**config.mk**
```make
export PLATFORM = sky130hd
export DESIGN_NAME = systolic_sequencer_flat
export DESIGN_NICKNAME = d
export VERILOG_FILES = /design/src/rtl/systolic_sequencer_pkg.sv /design/src/rtl/systolic_sequencer_if.sv /design/src/rtl/systolic_sequencer_pace_timer.sv /design/src/rtl/systolic_sequencer.sv /design/src/flat_wrapper.sv
export SDC_FILE = /design/constraint.sdc
export NUM_CORES = 1
export LEC_CHECK = 0
export BUFFER_PORTS_ARGS = -buffer_cell sky130_fd_sc_hd__buf_2
export CORE_MARGIN = 5
export CORE_UTILIZATION = 50
export CTS_CLUSTER_SIZE = 28
export DETAILED_ROUTE_END_ITERATION = 8
export GPL_TIMING_DRIVEN = 0
export PLACE_DENSITY = 0.77
export SLEW_MARGIN = 10
export SYNTH_ARGS = -nofsm -noshare
export SYNTH_HDL_FRONTEND = slang
export SYNTH_SLANG_ARGS = --single-unit
```
**constraint.sdc**
```tcl
create_clock -name clk30x -period 2.4 [get_ports clk30x]
set_input_delay 0.36 -clock clk30x [delete_from_list [all_inputs] [get_ports clk30x]]
set_output_delay 0.36 -clock clk30x [all_outputs]
set_load 0.01 [all_outputs]
```
**src/rtl/systolic_sequencer_pkg.sv**
```systemverilog
// Shared definitions for the systolic sequencer: defaults, state encoding, clog2 helper.
// Latency: n/a (declarations only).
// Backpressure: n/a.
package systolic_sequencer_pkg;

  localparam int N_DEF    = 8;
  localparam int W_DEF    = 16;
  localparam int PACE_DEF = 30;
  localparam int LAT_DEF  = 2;

  typedef enum logic [2:0] {
    S_IDLE  = 3'd0,
    S_FLUSH = 3'd1,
    S_RUN   = 3'd2,
    S_DRAIN = 3'd3,
    S_FIN   = 3'd4
  } state_t;

  // Ceiling log2, floored at 1 so a width derived from it is never zero.
  function automatic int clog2(input int value);
    int r;
    r = 0;
    for (int i = 0; i < 31; i++) begin
      if ((1 << r) < value) r = r + 1;
    end
    return (r < 1) ? 1 : r;
  endfunction

endpackage

```
**src/rtl/systolic_sequencer_if.sv**
```systemverilog
// Sample-source and result channels of the sequencer, bundled with host/sequencer views.
// Latency: n/a (wiring only).
// Backpressure: source is paced by in_ready; results are fire-and-forget pulses.
interface systolic_sequencer_if #(
  parameter int W  = 16,
  parameter int IW = 3
);
  logic          in_valid;
  logic          in_ready;
  logic [W-1:0]  in_data;
  logic          out_valid;
  logic [W-1:0]  out_data;
  logic [IW-1:0] out_index;

  // Host side: supplies samples, observes results.
  modport master (
    output in_valid, in_data,
    input  in_ready, out_valid, out_data, out_index
  );

  // Sequencer side.
  modport slave (
    input  in_valid, in_data,
    output in_ready, out_valid, out_data, out_index
  );
endinterface

```
**src/rtl/systolic_sequencer_pace_timer.sv**
```systemverilog
// Pace counter for the sequencer: counts 0..PACE-1 and flags the slot tick (count 0).
// Latency: tick is combinational from the count register.
// Backpressure: none; clear wins over enable.
module seq_pace_timer
  import systolic_sequencer_pkg::*;
#(
  parameter int PACE = PACE_DEF
) (
  input  logic clk30x,
  input  logic rst_n,
  input  logic clear,
  input  logic enable,
  output logic tick,
  output logic last
);

  localparam int CW = clog2(PACE);

  logic [CW-1:0] cnt;

  // Free-running modulo-PACE count while enabled, parked at 0 when cleared.
  always_ff @(posedge clk30x or negedge rst_n) begin
    if (!rst_n) begin
      cnt <= '0;
    end else if (clear) begin
      cnt <= '0;
    end else if (enable) begin
      cnt <= (cnt == CW'(PACE - 1)) ? '0 : cnt + 1'b1;
    end
  end

  assign tick = enable && (cnt == '0);
  assign last = enable && (cnt == CW'(PACE - 1));

endmodule

```
**src/rtl/systolic_sequencer.sv**
```systemverilog
// Feeds one sample per PACE-cycle slot into a systolic array and re-indexes its results.
// Latency: result for input slot k pulses one cycle after the tick of slot k+LAT.
// Backpressure: none; a missing sample on a tick is replaced by 0 and flagged as underrun.
module systolic_sequencer
  import systolic_sequencer_pkg::*;
#(
  parameter int N    = N_DEF,
  parameter int W    = W_DEF,
  parameter int PACE = PACE_DEF,
  parameter int LAT  = LAT_DEF
) (
  input  logic                  clk30x,
  input  logic                  rst_n,
  input  logic                  start,
  input  logic [7:0]            num_frames,
  systolic_sequencer_if.slave   bus,
  output logic [W-1:0]          arr_xin,
  output logic                  arr_rst,
  input  logic [W-1:0]          arr_yout,
  output logic                  busy,
  output logic                  done,
  output logic                  underrun_err
);

  localparam int IW      = clog2(N);
  localparam int SW_NEED = clog2(256 * N + LAT + 1);
  localparam int SW      = (SW_NEED > 11) ? SW_NEED : 11;

  state_t        state, next_state;
  logic [1:0]    rst_sync;
  logic          rst_core_n;
  logic [SW-1:0] slot, total, run_last, drain_last;
  logic [IW-1:0] oidx;
  logic [7:0]    nf_eff;
  logic          tick, last, run_tick, drain_tick, emit;

  // Reset asserts immediately, releases two clk30x edges later.
  always_ff @(posedge clk30x or negedge rst_n) begin
    if (!rst_n) rst_sync <= 2'b00;
    else        rst_sync <= {rst_sync[0], 1'b1};
  end
  assign rst_core_n = rst_sync[1];

  seq_pace_timer #(.PACE(PACE)) u_pace (
    .clk30x (clk30x),
    .rst_n  (rst_core_n),
    .clear  ((state == S_IDLE) || (state == S_FIN)),
    .enable (busy),
    .tick   (tick),
    .last   (last)
  );

  assign run_tick   = (state == S_RUN) && tick;
  assign drain_tick = (state == S_DRAIN) && tick;
  assign emit       = (run_tick || drain_tick) && (slot >= SW'(LAT));
  assign run_last   = total - 1'b1;
  assign drain_last = total + SW'(LAT) - 1'b1;
  assign nf_eff     = (num_frames == 8'd0) ? 8'd1 : num_frames;

  // State register.
  always_ff @(posedge clk30x or negedge rst_core_n) begin
    if (!rst_core_n) state <= S_IDLE;
    else             state <= next_state;
  end

  // Next-state: FLUSH spans one pace period, RUN/DRAIN end on their last slot tick.
  always_comb begin
    next_state = state;
    case (state)
      S_IDLE:  if (start) next_state = S_FLUSH;
      S_FLUSH: if (last) next_state = S_RUN;
      S_RUN:   if (tick && (slot == run_last)) next_state = (LAT == 0) ? S_FIN : S_DRAIN;
      S_DRAIN: if (tick && (slot == drain_last)) next_state = S_FIN;
      S_FIN:   next_state = S_IDLE;
      default: next_state = S_IDLE;
    endcase
  end

  // State-decoded outputs.
  always_comb begin
    arr_rst      = (state == S_IDLE) || (state == S_FLUSH);
    busy         = (state == S_FLUSH) || (state == S_RUN) || (state == S_DRAIN);
    done         = (state == S_FIN);
    bus.in_ready = run_tick;
  end

  // Run bookkeeping: frame length latched on start, slot and output index advance on ticks.
  always_ff @(posedge clk30x or negedge rst_core_n) begin
    if (!rst_core_n) begin
      total        <= '0;
      slot         <= '0;
      oidx         <= '0;
      underrun_err <= 1'b0;
    end else if ((state == S_IDLE) && start) begin
      total        <= SW'(nf_eff) * SW'(N);
      slot         <= '0;
      oidx         <= '0;
      underrun_err <= 1'b0;
    end else begin
      if (run_tick || drain_tick) slot <= slot + 1'b1;
      if (run_tick && !bus.in_valid) underrun_err <= 1'b1;
      if (emit) oidx <= (oidx == IW'(N - 1)) ? '0 : oidx + 1'b1;
    end
  end

  // Datapath: capture yout on the tick edge, hold a sample for its whole RUN slot.
  always_ff @(posedge clk30x or negedge rst_core_n) begin
    if (!rst_core_n) begin
      arr_xin       <= '0;
      bus.out_valid <= 1'b0;
      bus.out_data  <= '0;
      bus.out_index <= '0;
    end else begin
      bus.out_valid <= emit;
      if (emit) begin
        bus.out_data  <= arr_yout;
        bus.out_index <= oidx;
      end
      if (run_tick) begin
        arr_xin <= bus.in_valid ? bus.in_data : '0;
      end else if (drain_tick || !((state == S_RUN) || (state == S_DRAIN))) begin
        arr_xin <= '0;
      end
    end
  end

endmodule
```
**src/flat_wrapper.sv**
```systemverilog
// flat-port wrapper written by rule: the top's interface ports become plain ports
module systolic_sequencer_flat import systolic_sequencer_pkg::*;
#(
  parameter int N    = N_DEF,
  parameter int W    = W_DEF,
  parameter int PACE = PACE_DEF,
  parameter int LAT  = LAT_DEF
)
  (clk30x, rst_n, start, num_frames, arr_xin, arr_rst, arr_yout, busy, done, underrun_err, bus_in_valid, bus_in_data, bus_in_ready, bus_out_valid, bus_out_data, bus_out_index);
  systolic_sequencer_if #(.W(W)) bus_i ();
  input  logic clk30x;
  input  logic rst_n;
  input  logic start;
  input  logic [7:0] num_frames;
  output logic [W-1:0] arr_xin;
  output logic arr_rst;
  input  logic [W-1:0] arr_yout;
  output logic busy;
  output logic done;
  output logic underrun_err;
  input wire logic [$bits(bus_i.in_valid)-1:0] bus_in_valid;
  input wire logic [$bits(bus_i.in_data)-1:0] bus_in_data;
  output wire logic [$bits(bus_i.in_ready)-1:0] bus_in_ready;
  output wire logic [$bits(bus_i.out_valid)-1:0] bus_out_valid;
  output wire logic [$bits(bus_i.out_data)-1:0] bus_out_data;
  output wire logic [$bits(bus_i.out_index)-1:0] bus_out_index;
  assign bus_i.in_valid = bus_in_valid;
  assign bus_i.in_data = bus_in_data;
  assign bus_in_ready = bus_i.in_ready;
  assign bus_out_valid = bus_i.out_valid;
  assign bus_out_data = bus_i.out_data;
  assign bus_out_index = bus_i.out_index;
  systolic_sequencer #(.N(N), .W(W), .PACE(PACE), .LAT(LAT)) u_core (.clk30x(clk30x), .rst_n(rst_n), .start(start), .num_frames(num_frames), .bus(bus_i), .arr_xin(arr_xin), .arr_rst(arr_rst), .arr_yout(arr_yout), .busy(busy), .done(done), .underrun_err(underrun_err));
endmodule
```
Word level (Yosys, flattened, before mapping)
Index checks and enable logic that the tools add are counted.
{"block": "totals", "regBits": 70, "input_bits": 44, "output_inout_bits": 41, "elab_cells": 76}
{"block": "classes", "n_addsub": 6, "n_lt_le_gt_ge": 1, "eq_ne": 12, "n_mux": 19, "n_reduce_logical": 27}
{"operator": "$mux 16", "count": 3}
{"operator": "$eq 12x12->1", "count": 2}
{"operator": "$mux 12", "count": 2}
{"operator": "$mux 3", "count": 7}
{"operator": "$mux 5", "count": 3}
{"operator": "$add 11x2->12 const B", "count": 1}
{"operator": "$add 12x1->12 const B", "count": 1}
{"operator": "$ge 12x2->1 const B", "count": 1}
{"operator": "$pmux 3 s4", "count": 1}
{"operator": "$sub 11x1->12 const B", "count": 1}
{"operator": "$sub 12x1->12 const B", "count": 1}
{"operator": "$reduce_bool 2->1", "count": 5}
{"operator": "$logic_and 1x1->1", "count": 9}
{"operator": "$logic_not 8->1", "count": 1}
{"operator": "$mux 8", "count": 1}
{"operator": "$logic_or 1x1->1", "count": 7}
{"operator": "$eq 3x2->1 const B", "count": 2}
{"operator": "$eq 3x3->1 const B", "count": 2}
{"operator": "$ne 2x1->1 const B", "count": 3}
{"operator": "$add 5x1->5 const B", "count": 1}
{"operator": "$eq 5x5->1 const B", "count": 1}
{"operator": "$logic_not 5->1", "count": 1}
{"operator": "$reduce_and 4->1", "count": 1}
{"operator": "$add 3x1->3 const B", "count": 1}
{"operator": "other kinds (5)", "count": 7}

Logic depth before layout (Yosys ltp)
{"block": "logic_depth", "word_depth": 9, "mapped_depth": 9, "depth_no_buf": 7}

Hierarchy
From an unflattened synthesis, not the netlist that was laid out.
{"block": "hier_totals", "cells_unflattened": 302, "area_unflattened_um2": 3519.6}
{"mod": "systolic_sequencer", "n_inst": 1, "cells_each": 265, "area_each_um2": 3189.3, "seq_area_each_um2": 1626.6}
{"mod": "seq_pace_timer", "n_inst": 1, "cells_each": 37, "area_each_um2": 330.3, "seq_area_each_um2": 125.1}

Worst setup path before layout
OpenSTA, ideal clock, no wires.
{"block": "synth_path", "path_type": "reg-to-reg", "start": "register u_core.u_pace.cnt[0]", "end": "register u_core.state[1]", "setup_ns": 0.119, "arrival_time_ns": 1.832, "required_time_ns": 2.281, "path_slack_ns": 0.449, "stages_incl_launch_ff": 8, "path_buffers": 0, "period_less_slack_ns": 1.951, "path_cell_list": "dfrtp_1 -> inv_1 -> ha_1 -> or4b_2 -> nor3_1 -> nand4_1 -> or2_1 -> and2_1"}
{"block": "synth_between", "elab_chain_len": 5, "elab_cells_between_ends": 10, "classes_between": "4 x eq/ne; 6 x reduce/logical"}
{"item": "start: declaration", "line_no": "systolic_sequencer_pace_timer.sv:19", "rtl": "logic [CW-1:0] cnt;"}
{"item": "start signal: assignment", "line_no": "systolic_sequencer_pace_timer.sv:28", "rtl": "cnt <= (cnt == CW'(PACE - 1)) ? '0 : cnt + 1'b1;"}
{"item": "$logic_not 5->1", "line_no": "systolic_sequencer_pace_timer.sv:32", "rtl": "assign tick = enable && (cnt == '0);"}
{"item": "$logic_and 1x1->1", "line_no": "systolic_sequencer_pace_timer.sv:32"}
{"item": "$logic_and 1x1->1 (on tied branches)", "line_no": "systolic_sequencer.sv:72, systolic_sequencer.sv:73"}
{"item": "$ne 2x1->1 (no line)"}
{"item": "$reduce_and 4->1 (no line) *"}
{"item": "end signal: assignment", "line_no": "systolic_sequencer.sv:63", "rtl": "else state <= next_state;"}
{"item": "end: declaration", "line_no": "systolic_sequencer.sv:29", "rtl": "state_t state, next_state;"}
Mark *: on every way between the ends. The rest lies on a longest branch, timed or not.
A chain may end at the register's enable or synchronous reset.

Worst setup path after layout
{"block": "layout_path", "start": "register u_core.u_pace.cnt[0]", "end": "output bus_in_ready"}
{"block": "layout_between", "elab_chain_len": 3}
{"item": "$logic_not 5->1", "line_no": "systolic_sequencer_pace_timer.sv:32"}
{"item": "$logic_and 1x1->1", "line_no": "systolic_sequencer_pace_timer.sv:32"}
{"item": "$logic_and 1x1->1", "line_no": "systolic_sequencer.sv:53", "rtl": "assign run_tick = (state == S_RUN) && tick;"}
{"item": "end: declaration", "line_no": "flat_wrapper.sv:23", "rtl": "output wire logic [$bits(bus_i.in_ready)-1:0] bus_in_ready;"}
Every way passes these cells.

==> metrics.txt <==
worst-margin pin slew=~860 ps; worst hold path cell count=2; Seq cells post-synth=70; gr usage total=between 10% and 20%; Reg2Reg Capture Point=u_core.oidx[1]$_DFFE_PN0P_; Final Cycle Share=roughly 93%; postcts setup bufs=0; Clock Power Share=41.2%; startpoint types=register; Die H=around 91 um; Worst Setup SP=u_core.u_pace.cnt[0]$_DFFE_PN0P_; crit-path max cell delay=~450 ps; Static Leak=1.929 nW; min-delay src=bus_in_data[7]; final core occ=a little under two thirds; root buffer cell=clkbuf_8; placed cell count=approximately 460; peak supply drop=a little under 0.4 mV; Overflow after GRT=0; CORE AREA=around 6400 um^2; die width=between 90 and 100 um; Worst Path Max Fanout=7; P_int=1.975 mW; synth warn=0; drt wl/cell=~15 um; Clock Skew=approximately 11 ps; max-slew violations=0; register-to-register setup slack=about 200 ps; r2r worst-path depth=8; Nets=between 400 and 500; Detail Placement HPWL=~5200 um; cell taking the most area after synthesis=dfrtp_1; Max Buffers Root-to-Sink=2; Vias=about 2,600; Fin. Hold Viols=0; CP Cell Sequence=inv_1 > ha_1 > nor4b_4 > nand2_2 > nor2_1 > buf_2; Seq pwr share=between 40 and 50%; Synthesized Nets=352; FFs w/ async S/R, synth=100.0%; die area=roughly 8400 um^2; Primary FF master, synth=dfrtp_1; Mapped Avg Cell Area=11.10 um^2; Sw Share=between 20% and 30%; CP required=around 2000 ps; Detailed Route WL=between 7000 and 8000 um; non-filler instance count after layout=around 480; CP max stage cell=dfrtp_1; TritonCTS clock tree=yes; synthesis-to-layout area growth=23.67%; synth top area cells=dfrtp_1, mux2_2, a22o_1; Tmin final=2236 ps; routability cong.=0.9851; first-pass GRT wire length=12,070 um; Overall Power=2.645 mW; # IOs=between 80 and 90; Antenna diodes=0; Max Freq=about 0.45 GHz; initial antenna violation count=0; fillcell total=between 500 and 600; status=finished clean; Num CTS Buffers=9; TNS Setup=0 ps; setup violators final=0; number of synthesized flops with an enable pin=0; Slew Limit Headroom=around 43%; vias in the first global route=2,590; CTS sink cnt=70; H-tree Lvls=3; combinational share of power=under 10%; layout cells sized above 1=around a third; Seq/Total Area, Yosys=52.77%; Detail Route Antenna Nets=0; largest net degree at the start of global routing=37; endpoint class of the critical path=output pin; PD cells=approximately 640 nW/um^2; Cell Rows=29; Syn Inst Count=around 300; Synth Cell Area=roughly 3300 um^2; DR pass1 iterations=4; vias per inst=between 5 and 6; P_sw=0.6709 mW; port buffer count=84; WS Path Type=register to output pin; Max-cap violations=0; worst r2r src=u_core.u_pace.cnt[0]$_DFFE_PN0P_; DRT iter0 DRCs=around 120; worst hold path type=primary input to register; Yosys cell types=46; crit path capture=bus_in_ready; post-synth top area share=between 50% and 60%; data arrival time of the worst path=~1900 ps; worst skew pair latency=approximately 350 ps; residual DRC count=0; Initial Util=between 50% and 60%; Worst-path clk slew=80 ps; RSZ-0062 raised after global routing=false
-- cell families after synthesis --
group	after synthesis	synth area share, %
buffers and inverters	29	3.694
AO/OA/AOI/OAI	46	9.424
multiplexers	27	9.084
AND/OR/NAND/NOR	95	15.72
adder cells (fa/ha/maj)	9	3.392
other	1	0.1130
flip-flops	70	52.77
XOR/XNOR	22	5.805
-- cells in the mapped netlist, types with 2 or more instances --
library cell	instances
or3_1	2
xnor2_1	14
nor3b_1	3
and2_1	4
nor2_1	32
clkbuf_1	12
inv_1	11
nor2b_1	3
a22o_1	16
o21ai_0	11
nor3_1	10
nand3_1	4
ha_1	9
buf_2	4
or4_1	2
mux2_2	25
nor4_1	7
dfrtp_1	70
nand2_1	11
a31oi_1	2
a21oi_1	10
mux2i_1	2
nand4_1	5
xor2_1	8
-- layout make-up --
| type | count | area, um^2 | area share (%) |
|---|---|---|---|
| Buffer | 18 | 81.33 | 1.981 |
| Clock buffer | 9 | 123.9 | 3.017 |
| Clock inverter | 7 | 105.1 | 2.560 |
| Inverter | 11 | 41.29 | 1.006 |
| Multi-Input combinational cell | 200 | 1451 | 35.36 |
| Sequential cell | 70 | 1755 | 42.76 |
| Tap cell | 77 | 96.34 | 2.347 |
| Timing Repair Buffer | 86 | 450.4 | 10.97 |
-- worst min-delay path by stage --
| stage | end | slack [ps] |
|---|---|---|
| floorplan | u_core.rst_sync[0]$_DFF_PN0_ | 60 |
| global placement | u_core.rst_sync[0]$_DFF_PN0_ | 150 |
| detailed placement | u_core.rst_sync[0]$_DFF_PN0_ | 150 |
| CTS | u_core.arr_xin[8]$_DFFE_PN0P_ | 210 |
| global route | u_core.arr_xin[13]$_DFFE_PN0P_ | 210 |
| finish | u_core.arr_xin[7]$_DFFE_PN0P_ | 230 |
-- stage by stage --
| step | worst slack, ps | instance area [um^2] | hold WS [ps] |
|---|---|---|---|
| after floorplan | 306.4 | 3319 | 64.41 |
| after global placement | -446.5 | 3836 | 145.8 |
| after detailed placement | 225.3 | 3860 | 147.3 |
| after CTS | 154.8 | 4099 | 214.1 |
| after global routing | 0.9304 | 4105 | 213.8 |
| final | 163.9 | 4105 | 229.6 |
-- power groups by stage --
stage	Combinational, mW	Clock, mW	Sequential [mW]
after floorplan	0.130	0	1.33
after global placement	0.235	0	1.33
after detailed placement	0.258	0	1.32
after CTS	0.262	1.12	1.30
after global routing	0.289	1.18	1.31
final	0.258	1.09	1.30
-- state kept, by name (all words and copies together) (netlist names) --
name / cells
u_core.arr_xin: 16
u_core.bus.out_data: 16
u_core.bus.out_index: 3
u_core.bus.out_valid: 1
u_core.oidx: 3
u_core.rst_sync: 2
u_core.slot: 12
u_core.state: 3
u_core.total: 8
u_core.u_pace.cnt: 5
u_core.underrun_err: 1
-- worst max-delay path, delay by kind of cell (launching register included) --
kind / cells / cell delay (ps)
adders and majority gates: 1 / 170
and+or+nand+nor: 3 / 660
buffers and inverters: 2 / 250
DFF: 1 / 450
-- cell usage in the layout, fill, tap and decap left out, types with 6 or more instances in the layout --
master and count:
clkbuf_8 9, ha_1 9, a22o_1 16, buf_2 88, nor3_1 10, nor2_1 32, nor4_1 6, o21ai_0 11
xor2_1 8, clkbuf_1 12, xnor2_1 14, dfrtp_1 69, nand2_1 11, mux2_2 25, inv_1 11, a21oi_1 10
-- per-layer routing --
layer	share of wire, %	routed length (um)	track usage (%)
met3	5.1	365	3.884
met1	42	3033	21.86
met5	0	0	0
met2	51	3618	30.43
met4	1.8	126	8.291
-- repair_timing --
item,CTS,global route
hold buffers,1,0
endpoints found under the hold margin,2,0
endpoints found under the setup margin,0,1
resized for setup,0,1
No activity file was read; power rests on OpenSTA's default activity.
